**src/rtl/seg7_pkg.sv**
```systemverilog
// Shared constants and helpers for the multiplexed 7-segment display driver.
package seg7_pkg;

  localparam logic [6:0] SEG_BLANK = 7'h7F;

  // Active-low {g,f,e,d,c,b,a}; entry k is the pattern for hex digit k.
  localparam logic [15:0][6:0] HEX_SEG_TABLE = {
    7'h0E, 7'h06, 7'h21, 7'h46, 7'h03, 7'h08, 7'h10, 7'h00,
    7'h78, 7'h02, 7'h12, 7'h19, 7'h30, 7'h24, 7'h79, 7'h40
  };

  typedef struct packed {
    logic [6:0] seg;
    logic       dp;
  } seg_drive_t;

  function automatic int unsigned clog2_min1(input int unsigned n);
    int unsigned r;
    r = $clog2(n);
    return (r == 0) ? 1 : r;
  endfunction

endpackage

```
**src/rtl/seg7_hex_decoder.sv**
```systemverilog
// Combinational hex nibble to active-low 7-segment pattern.
module seg7_hex_decoder
  import seg7_pkg::*;
(
  input  logic [3:0] nibble,
  output logic [6:0] seg_c
);

  assign seg_c = HEX_SEG_TABLE[nibble];

endmodule

```
**src/rtl/seg7_mux_driver.sv**
```systemverilog
// Time-multiplexed hex driver for common-anode 7-segment displays with per-frame value latching.
// Optional build macro SEG7_LEADING_ZERO_BLANK_EN blanks digits above the highest non-zero nibble.
module seg7_mux_driver
  import seg7_pkg::*;
#(
  parameter int unsigned NUM_DIGITS  = 4,
  parameter int unsigned REFRESH_DIV = 100000
) (
  input  logic                    clk,
  input  logic                    rst_n,
  input  logic                    en,
  input  logic [4*NUM_DIGITS-1:0] value,
  input  logic [NUM_DIGITS-1:0]   dp_in,
  input  logic [NUM_DIGITS-1:0]   digit_mask,
  output logic [6:0]              seg,
  output logic                    dp,
  output logic [NUM_DIGITS-1:0]   an,
  output logic                    frame_done
);

  localparam int unsigned PW = clog2_min1(REFRESH_DIV);
  localparam int unsigned IW = clog2_min1(NUM_DIGITS);
  localparam logic [PW-1:0] PRESC_LAST = PW'(REFRESH_DIV - 1);
  localparam logic [IW-1:0] IDX_LAST   = IW'(NUM_DIGITS - 1);

  logic [PW-1:0]                presc;
  logic [IW-1:0]                idx;
  logic [NUM_DIGITS-1:0][3:0]   shadow_val;
  logic [NUM_DIGITS-1:0]        shadow_dp;

  logic                         tick_c;
  logic                         frame_end_c;
  logic [NUM_DIGITS-1:0]        lz_blank_c;
  logic [NUM_DIGITS-1:0]        hide_c;
  logic [3:0]                   nibble_c;
  logic [6:0]                   seg_dec_c;
  logic [NUM_DIGITS-1:0]        an_nxt_c;
  seg_drive_t                   drv_nxt_c;

  assign tick_c      = en && (presc == PRESC_LAST);
  assign frame_end_c = tick_c && (idx == IDX_LAST);

  // Prescaler, digit index and per-frame shadow; all hold while en is low.
  always_ff @(posedge clk or negedge rst_n) begin
    if (!rst_n) begin
      presc      <= '0;
      idx        <= '0;
      shadow_val <= '0;
      shadow_dp  <= '0;
    end else if (en) begin
      presc <= tick_c ? '0 : presc + PW'(1);
      if (tick_c) begin
        idx <= (idx == IDX_LAST) ? '0 : idx + IW'(1);
      end
      if (frame_end_c) begin
        shadow_val <= value;
        shadow_dp  <= dp_in;
      end
    end
  end

`ifdef SEG7_LEADING_ZERO_BLANK_EN
  // Blank from the top down until the first non-zero shadow nibble; digit 0 never blanks.
  always_comb begin
    logic seen_nz;
    seen_nz    = 1'b0;
    lz_blank_c = '0;
    for (int i = NUM_DIGITS - 1; i >= 1; i--) begin
      seen_nz       = seen_nz | (shadow_val[i] != 4'h0);
      lz_blank_c[i] = !seen_nz;
    end
  end
`else
  assign lz_blank_c = '0;
`endif

  assign hide_c   = digit_mask | lz_blank_c;
  assign nibble_c = shadow_val[idx];

  seg7_hex_decoder u_dec (
    .nibble (nibble_c),
    .seg_c  (seg_dec_c)
  );

  always_comb begin
    an_nxt_c  = '1;
    drv_nxt_c = '{seg: SEG_BLANK, dp: 1'b1};
    if (en && !hide_c[idx]) begin
      an_nxt_c[idx] = 1'b0;
      drv_nxt_c.seg = seg_dec_c;
      drv_nxt_c.dp  = ~shadow_dp[idx];
    end
  end

  // Output register stage: one cycle behind the index.
  always_ff @(posedge clk or negedge rst_n) begin
    if (!rst_n) begin
      an         <= '1;
      seg        <= SEG_BLANK;
      dp         <= 1'b1;
      frame_done <= 1'b0;
    end else begin
      an         <= an_nxt_c;
      seg        <= drv_nxt_c.seg;
      dp         <= drv_nxt_c.dp;
      frame_done <= frame_end_c;
    end
  end

endmodule
```
**config.mk**
```make
export PLATFORM = sky130hd
export DESIGN_NAME = seg7_mux_driver
export DESIGN_NICKNAME = d
export VERILOG_FILES = /design/src/rtl/seg7_pkg.sv /design/src/rtl/seg7_hex_decoder.sv /design/src/rtl/seg7_mux_driver.sv
export SDC_FILE = /design/constraint.sdc
export NUM_CORES = 1
export LEC_CHECK = 0
export CORE_MARGIN = 8
export CORE_UTILIZATION = 30
export CTS_BUF_LIST = sky130_fd_sc_hd__clkbuf_8
export DETAILED_ROUTE_END_ITERATION = 6
export PLACE_DENSITY = 0.48
export SLEW_MARGIN = 15
export SYNTH_ARGS = -nofsm -noshare
export SYNTH_HDL_FRONTEND = slang
export SYNTH_SLANG_ARGS = --single-unit
```
**constraint.sdc**
```tcl
create_clock -name clk -period 2.6 [get_ports clk]
set_clock_uncertainty 0.15 [all_clocks]
set_input_delay 0.26 -clock clk [delete_from_list [all_inputs] [get_ports clk]]
set_output_delay 0.26 -clock clk [all_outputs]
set_load 0.05 [all_outputs]
```
==> results.txt, run 1 <==
Mean Syn Cell Area = 12.9 µm²
f_max = 447 MHz
CP Data Arrival Time = 2280 ps
RR Endpoint = shadow_dp[3]$_DFFE_PN0P_
Port Buffers = 39
post-synthesis sequential area ratio = 0.506
Inst Count DP = 351
Tightest Pin Transition = 715 ps
Worst slew margin = 0.524
Syn Inst Count = 202
post-route ant nets = 0
Layout area overhead = 26.4%
Via density = 4.60
Worst Setup Start Kind = flop
vias in the first global route = 1761
Post-synth EDFFs = 0
outcome = finished clean
Final Cycle Share = 0.861
FF-to-FF Start = idx[0]$_DFFE_PN0P_
Detailed Route Iter0 Violations = 63
DP Wirelength = 3.73 mm
post-synth net total = 240
Die Width = 109 µm
Yosys warnings = 0
max cap viols = 0
Antenna diodes = 0
via count = 1655
Netlist cell types = 40
Die ar. = 11900 µm²
Avg WL per Cell = 14.4 µm
CTS Buf Count = 5
Root Buffer = clkbuf_8
maximum number of pins on one net before global-route repair = 34
clock latency on the worst-skew pair = 310 ps
Crit. End Element = flop
Setup Crit Path Kind = flop to flop
Synth area leader = dfrtp_1
CTS tree = done
Tot GR Track Use = 0.0963
final setup fails = 0
CTS sink cnt = 52
Final GP Congestion = 0.757
Final min period = 2240 ps
critical path fanouts, max = 20
worst min path class = flop to flop
post-synthesis cell area = 2600 µm²
pwr dens = 513 nW/µm²
antenna violations before repair = 0
# IOs = 40
pins over their slew limit = 0
Peak VDD IR = 0.199 mV
hold path depth = 1
Die Y = 109 µm
DRT Pass-1 Iters = 5
Core Area = 8550 µm²
R2R Setup Slk = 360 ps
Setup TNS Final = 0 ps
share of cells above drive strength 1 = 0.254
#FFs+latches synth = 52
DRC viols = 0
Reg clk slew, reported paths = 100 ps
Post-CTS Setup Repair Bufs = 0
H-tree depth = 2
first-pass GRT wire length = 8.98 mm
Most used DFF post-synth = dfrtp_1
Max Root-Sink Buffers = 2
worst hold endpoint = presc[13]$_DFFE_PN0P_
most frequent cell after synthesis = dfrtp_1
hold path start = presc[13]$_DFFE_PN0P_
Leak = 0.00141 µW
starting density of the core = 0.304
fin cells = 360
final core occ = 0.384
r2r worst-path depth = 6
Hold Vio Cnt, Final = 0
Area contributors post-synth = dfrtp_1 38%, dfstp_2 12%, mux2_4 12%
most common library cells after synthesis = 40 x dfrtp_1, 20 x mux2_4, 14 x nand2_1
fin nets = 289
post-synth top area share = 0.385
unrepaired setup endpoints after global routing = no
Routed WL = 5.18 mm
Required @ worst endpoint = 2640 ps
grt ovf = 0
# rows = 34
Post-synth ARST share = 1.00
-- routing by layer --
| layer | track usage | vias to the layer above | wire, µm |
|---|---|---|---|
| met5 | 0 | - | 0 |
| met4 | 0.0352 | 0 | 70 |
| met3 | 0.0195 | 6 | 191 |
| met2 | 0.145 | 30 | 2320 |
| met1 | 0.133 | 810 | 2600 |
| li1 | - | 809 | - |
-- where the power goes --
| group | internal, µW | switching, µW |
|---|---|---|
| Sequential | 859 | 49.2 |
| Clock | 315 | 280 |
| Combinational | 92.2 | 90.7 |
| Total | 1270 | 420 |
-- critical path, cell delays in order, from the launching register on --
cell	delay [ps]
dfrtp_1	570
buf_4	200
ha_1	210
inv_1	100
nor4_4	320
buf_12	240
mux2_4	310
-- cells by family after synthesis --
| logic type | after synthesis | share of synthesized area |
|---|---|---|
| simple gates | 62 | 0.133 |
| xor+xnor | 13 | 0.0438 |
| compound gates | 14 | 0.0356 |
| flops | 52 | 0.506 |
| mux | 33 | 0.196 |
| buf+inv | 17 | 0.0322 |
| fa+ha+maj | 11 | 0.0529 |
-- cell usage in the layout (no fill, tap or decap), types with 4 or more instances in the layout --
| master | count |
|---|---|
| inv_1 | 10 |
| mux2_4 | 20 |
| xor2_1 | 4 |
| nand3_1 | 9 |
| and3_1 | 4 |
| nor2_1 | 13 |
| buf_4 | 8 |
| clkdlybuf4s50_1 | 38 |
| clkbuf_8 | 6 |
| nand2_1 | 14 |
| xnor2_1 | 9 |
| dfrtp_1 | 40 |
| ha_1 | 11 |
| dfstp_2 | 12 |
| mux2i_1 | 4 |
| nor4_1 | 4 |
| mux4_2 | 6 |
| nor3_1 | 4 |
-- stage by stage --
step | worst slack (ps) | area (µm²) | hold WS [ps] | total power, µW
global route | 147 | 3290 | 377 | 1770
global placement | 242 | 3150 | 207 | 1110
finish | 362 | 3290 | 348 | 1690
CTS | 318 | 3290 | 353 | 1710
floorplan | 535 | 2600 | -186 | 1010
detailed placement | 225 | 3150 | 208 | 1110
-- state kept, by name (all words and copies together), names as in the netlist --
name,cells
an,4
seg,7
frame_done,1
dp,1
idx,2
presc,17
shadow_val,16
shadow_dp,4
-- worst max path at each step --
| stage | startpoint | endpoint | slack (ps) |
|---|---|---|---|
| after floorplan | idx[0]$_DFFE_PN0P_ | seg[3]$_DFF_PN1_ | 540 |
| final | idx[0]$_DFFE_PN0P_ | shadow_dp[3]$_DFFE_PN0P_ | 360 |
| after detailed placement | en | shadow_val[13]$_DFFE_PN0P_ | 230 |
| after global routing | idx[0]$_DFFE_PN0P_ | seg[3]$_DFF_PN1_ | 150 |
| after global placement | en | shadow_val[1]$_DFFE_PN0P_ | 240 |
| after CTS | idx[0]$_DFFE_PN0P_ | shadow_dp[3]$_DFFE_PN0P_ | 320 |
-- repair_timing --
action | CTS | global route
resized for setup | 0 | 0
endpoints found under the setup margin | 0 | 0
endpoints found under the hold margin | 20 | 0
hold buffers | 1 | 0
-- cell type report --
| type | instances | area [µm²] |
|---|---|---|
| clock buffer | 6 | 82.6 |
| sequential | 52 | 1320 |
| clock inverter | 2 | 38.8 |
| fill | 836 | 5270 |
| tap | 108 | 135 |
| inverter | 10 | 37.5 |
| timing repair buffer | 49 | 475 |
| multi-input combinational | 133 | 1200 |
Note: power is estimated with default switching activity, not from simulation.
==> run 2, diff against run 1 <==
--- a/config.mk
+++ b/config.mk
@@ -9,8 +9,10 @@
 export CORE_UTILIZATION = 30
 export CTS_BUF_LIST = sky130_fd_sc_hd__clkbuf_8
 export DETAILED_ROUTE_END_ITERATION = 6
+export MAX_ROUTING_LAYER = met4
 export PLACE_DENSITY = 0.48
 export SLEW_MARGIN = 15
 export SYNTH_ARGS = -nofsm -noshare
 export SYNTH_HDL_FRONTEND = slang
+export SYNTH_HIERARCHICAL = 1
 export SYNTH_SLANG_ARGS = --single-unit
==> results.txt, run 2 <==
# IOs = 40 (unchanged)
share of cells above drive strength 1 = 0.251 (-0.00299)
Area contributors post-synth = dfrtp_1 39%, dfstp_2 12%, mux2_2 9.6%
worst min path class = flop to flop
Worst slew margin = 0.378 (-0.146)
CP cell instances = mux4_2, inv_1, ha_1, inv_1, mux4_1, or3_1
CTS Hold Buffers Added = 1 (unchanged)
Final WS setup = 138 ps (-225 ps)
pins over their slew limit = 0 (unchanged)
starting density of the core = 0.303 (-0.00127)
Root Buffer = clkbuf_8
commonest non-fill, non-tap cell in the layout = dfrtp_1
Syn Inst Count = 207 (+2.5%)
outcome = finished clean
top flop regs = presc x17, shadow_val x16, seg x7
Reg clk slew, reported paths = 100 ps (about the same)
#FFs+latches synth = 52 (unchanged)
post-route cell area = 3250 µm² (-1.1%)
Final min period = 2460 ps (+225 ps)
CTS tree = done
Post-Synth Simple-Gate Area = 0.146 (+0.0129)
clock latency on the worst-skew pair = 300 ps (about the same)
vias in the first global route = 1758 (-0.17%)
f_max = 406 MHz (-9.1%)
Setup Crit Path Kind = flop to flop
CTS sink cnt = 52 (unchanged)
grt ovf = 0 (unchanged)
delay of the slowest critical-path stage = 610 ps (+40 ps)
most frequent cell after synthesis = dfrtp_1
Yosys warnings = 6 (+6)
PostCTS Resize Cnt = 0 (unchanged)
Max Root-Sink Buffers = 2 (unchanged)
Via density = 4.68 (+1.8%)
most frequent cells in the layout = 40 x dfrtp_1, 38 x clkdlybuf4s50_1, 22 x mux2_2
Synth area leader = dfrtp_1
Die ar. = 11800 µm² (-0.78%)
Required @ worst endpoint = 2680 ps (+40 ps)
DRC viols = 0 (unchanged)
# rows = 34 (unchanged)
post-synth top area share = 0.389 (+0.00355)
via count = 1698 (+2.6%)
Leak = 0.00140 µW (-0.71%)
Antenna diodes = 0 (unchanged)
post-route ant nets = 0 (unchanged)
post-synthesis compound-gate area fraction = 0.0248 (-0.0108)
Mean Syn Cell Area = 12.4 µm² (-3.3%)
Netlist cell types = 36 (-10%)
first-pass GRT wire length = 8.94 mm (-0.53%)
Synth Area in Adders = 0.0583 (+0.00535)
unrepaired setup endpoints after global routing = no
multiplexer share of the synthesized area = 0.174 (-0.0215)
post-synthesis sequential area ratio = 0.511 (+0.00467)
Crit. End Element = flop
Biggest register = presc
maximum number of pins on one net before global-route repair = 42 (+24%)
pwr dens = 524 nW/µm² (+2.1%)
Critical Path Slowest Stage Cell = mux4_2
most common library cells after synthesis = 40 x dfrtp_1, 22 x mux2_2, 17 x nor2_1
largest family of logic cells by synthesized area = multiplexers
Die Width = 109 µm (-0.39%)
most frequent cell on the critical path = inv_1
Worst Setup Start Kind = flop
Avg WL per Cell = 14.4 µm (+0.44%)
Routed WL = 5.24 mm (+1.3%)
post-synth net total = 246 (+2.5%)
DRT Pass-1 Iters = 4 (-1)
Die Y = 109 µm (-0.39%)
Core Area = 8510 µm² (-0.50%)
final setup fails = 0 (unchanged)
CP Data Arrival Time = 2550 ps (+270 ps)
Setup TNS Final = 0 ps (unchanged)
H-tree depth = 2 (unchanged)
post-synthesis cell area = 2580 µm² (-0.91%)
max reg flops = 17 (unchanged)
CTS Buf Count = 5 (unchanged)
Hold Vio Cnt, Final = 0 (unchanged)
Area after DPL = 3120 µm² (-1.2%)
Peak VDD IR = 0.187 mV (-6.3%)
Tightest Pin Transition = 933 ps (+218 ps)
Post-CTS Setup Repair Bufs = 0 (unchanged)
Port Buffers = 39 (unchanged)
fin nets = 293 (+1.4%)
Most used DFF post-synth = dfrtp_1
Tot GR Track Use = 0.0973 (+0.00102)
critical path fanouts, max = 5 (-75%)
Synth Area in XOR/XNOR = 0.0510 (+0.00720)
Post-synth EDFFs = 0 (unchanged)
Detailed Route Iter0 Violations = 71 (+13%)
DP Wirelength = 3.88 mm (+4.1%)
Final GP Congestion = 0.745 (-1.7%)
max cap viols = 0 (unchanged)
Post-synth ARST share = 1.00 (unchanged)
antenna violations before repair = 0 (unchanged)
Final Cycle Share = 0.947 (+0.0864)
pre-CTS setup slack = 149 ps (-76.5 ps)
Layout area overhead = 26.1%
[run 2: cell count changes in the layout (fill, tap and decap cells not counted), sizes merged, moves of 2 or more]
cell,previous run,this run
xor2,4,7
o31ai,2,0
nor2,13,17
inv,10,8
nand4,3,7
a22o,0,2
nand3,10,4
and3,4,1
or3,1,10
o211ai,3,0
[run 2: final cells by class]
type,instances,area [µm²]
clock buffer,6,82.6
multi-input combinational,138,1170
inverter,8,30.0
clock inverter,2,38.8
sequential,52,1320
tap,108,135
timing repair buffer,49,475
fill,863,5260
[run 2: per-layer routing]
metal  global-route usage  share of wire  routed length (µm)
met1                0.133           0.50                2640
met2                0.142           0.44                2330
met3               0.0201          0.042                 219
met4               0.0293         0.0097                  51
met5                    -              0                   0
[run 2: cell families after synthesis]
logic type | after synthesis
AND/OR/NAND/NOR | 69
AO/OA/AOI/OAI | 9
multiplexers | 33
buffers and inverters | 17
adder cells (fa/ha/maj) | 12
XOR/XNOR | 15
flip-flops | 52
[run 2: path summary, 6_finish.rpt]
check | slack, ps | cells after the start | to | start
max | 140 | 6 | seg[3]$_DFF_PN1_ | idx[0]$_DFFE_PN0P_
min | 360 | 1 | shadow_dp[1]$_DFFE_PN0P_ | shadow_dp[1]$_DFFE_PN0P_
max reg2reg | 140 | 6 | seg[3]$_DFF_PN1_ | idx[0]$_DFFE_PN0P_
min reg2reg | 360 | 1 | shadow_dp[1]$_DFFE_PN0P_ | shadow_dp[1]$_DFFE_PN0P_
max in group asynchronous | 1150 | 3 | shadow_dp[1]$_DFFE_PN0P_ | rst_n
min in group asynchronous | 480 | 2 | presc[9]$_DFFE_PN0P_ | rst_n
[run 2: critical path, delay by kind of cell (launching register included)]
family                   cells  cell delay (ps)
AND/OR/NAND/NOR              1              350
flip-flops                   1              480
multiplexers                 2             1070
buffers and inverters        2              210
adder cells (fa/ha/maj)      1              140
[run 2: through the flow]
| step | power [µW] | util | hold WS (ps) | instances |
|---|---|---|---|---|
| 2_1_floorplan | 1040 | - | -186 | 207 |
| 3_3_place_gp | 1130 | 0.366 | 310 | 354 |
| 3_5_place_dp | 1140 | 0.366 | 304 | 354 |
| 4_1_cts | 1730 | 0.382 | 368 | 363 |
| 5_1_grt | 1790 | 0.382 | 380 | 363 |
| 6_report | 1700 | 0.382 | 358 | 363 |
[run 2: report_power, final]
group          internal, µW  switching [µW]  total, µW
combinational          94.4            90.9        185
clock                   315             266        580
sequential              867            70.0        937
total                  1280             426       1700
==> run 3, diff against run 2 <==
--- a/config.mk
+++ b/config.mk
@@ -9,6 +9,7 @@
 export CORE_UTILIZATION = 30
 export CTS_BUF_LIST = sky130_fd_sc_hd__clkbuf_8
 export DETAILED_ROUTE_END_ITERATION = 6
+export GPL_ROUTABILITY_DRIVEN = 0
 export MAX_ROUTING_LAYER = met4
 export PLACE_DENSITY = 0.48
 export SLEW_MARGIN = 15
==> results of run 3 <==
Same layout as run 2: the final DEF is identical, and so are final timing and power.
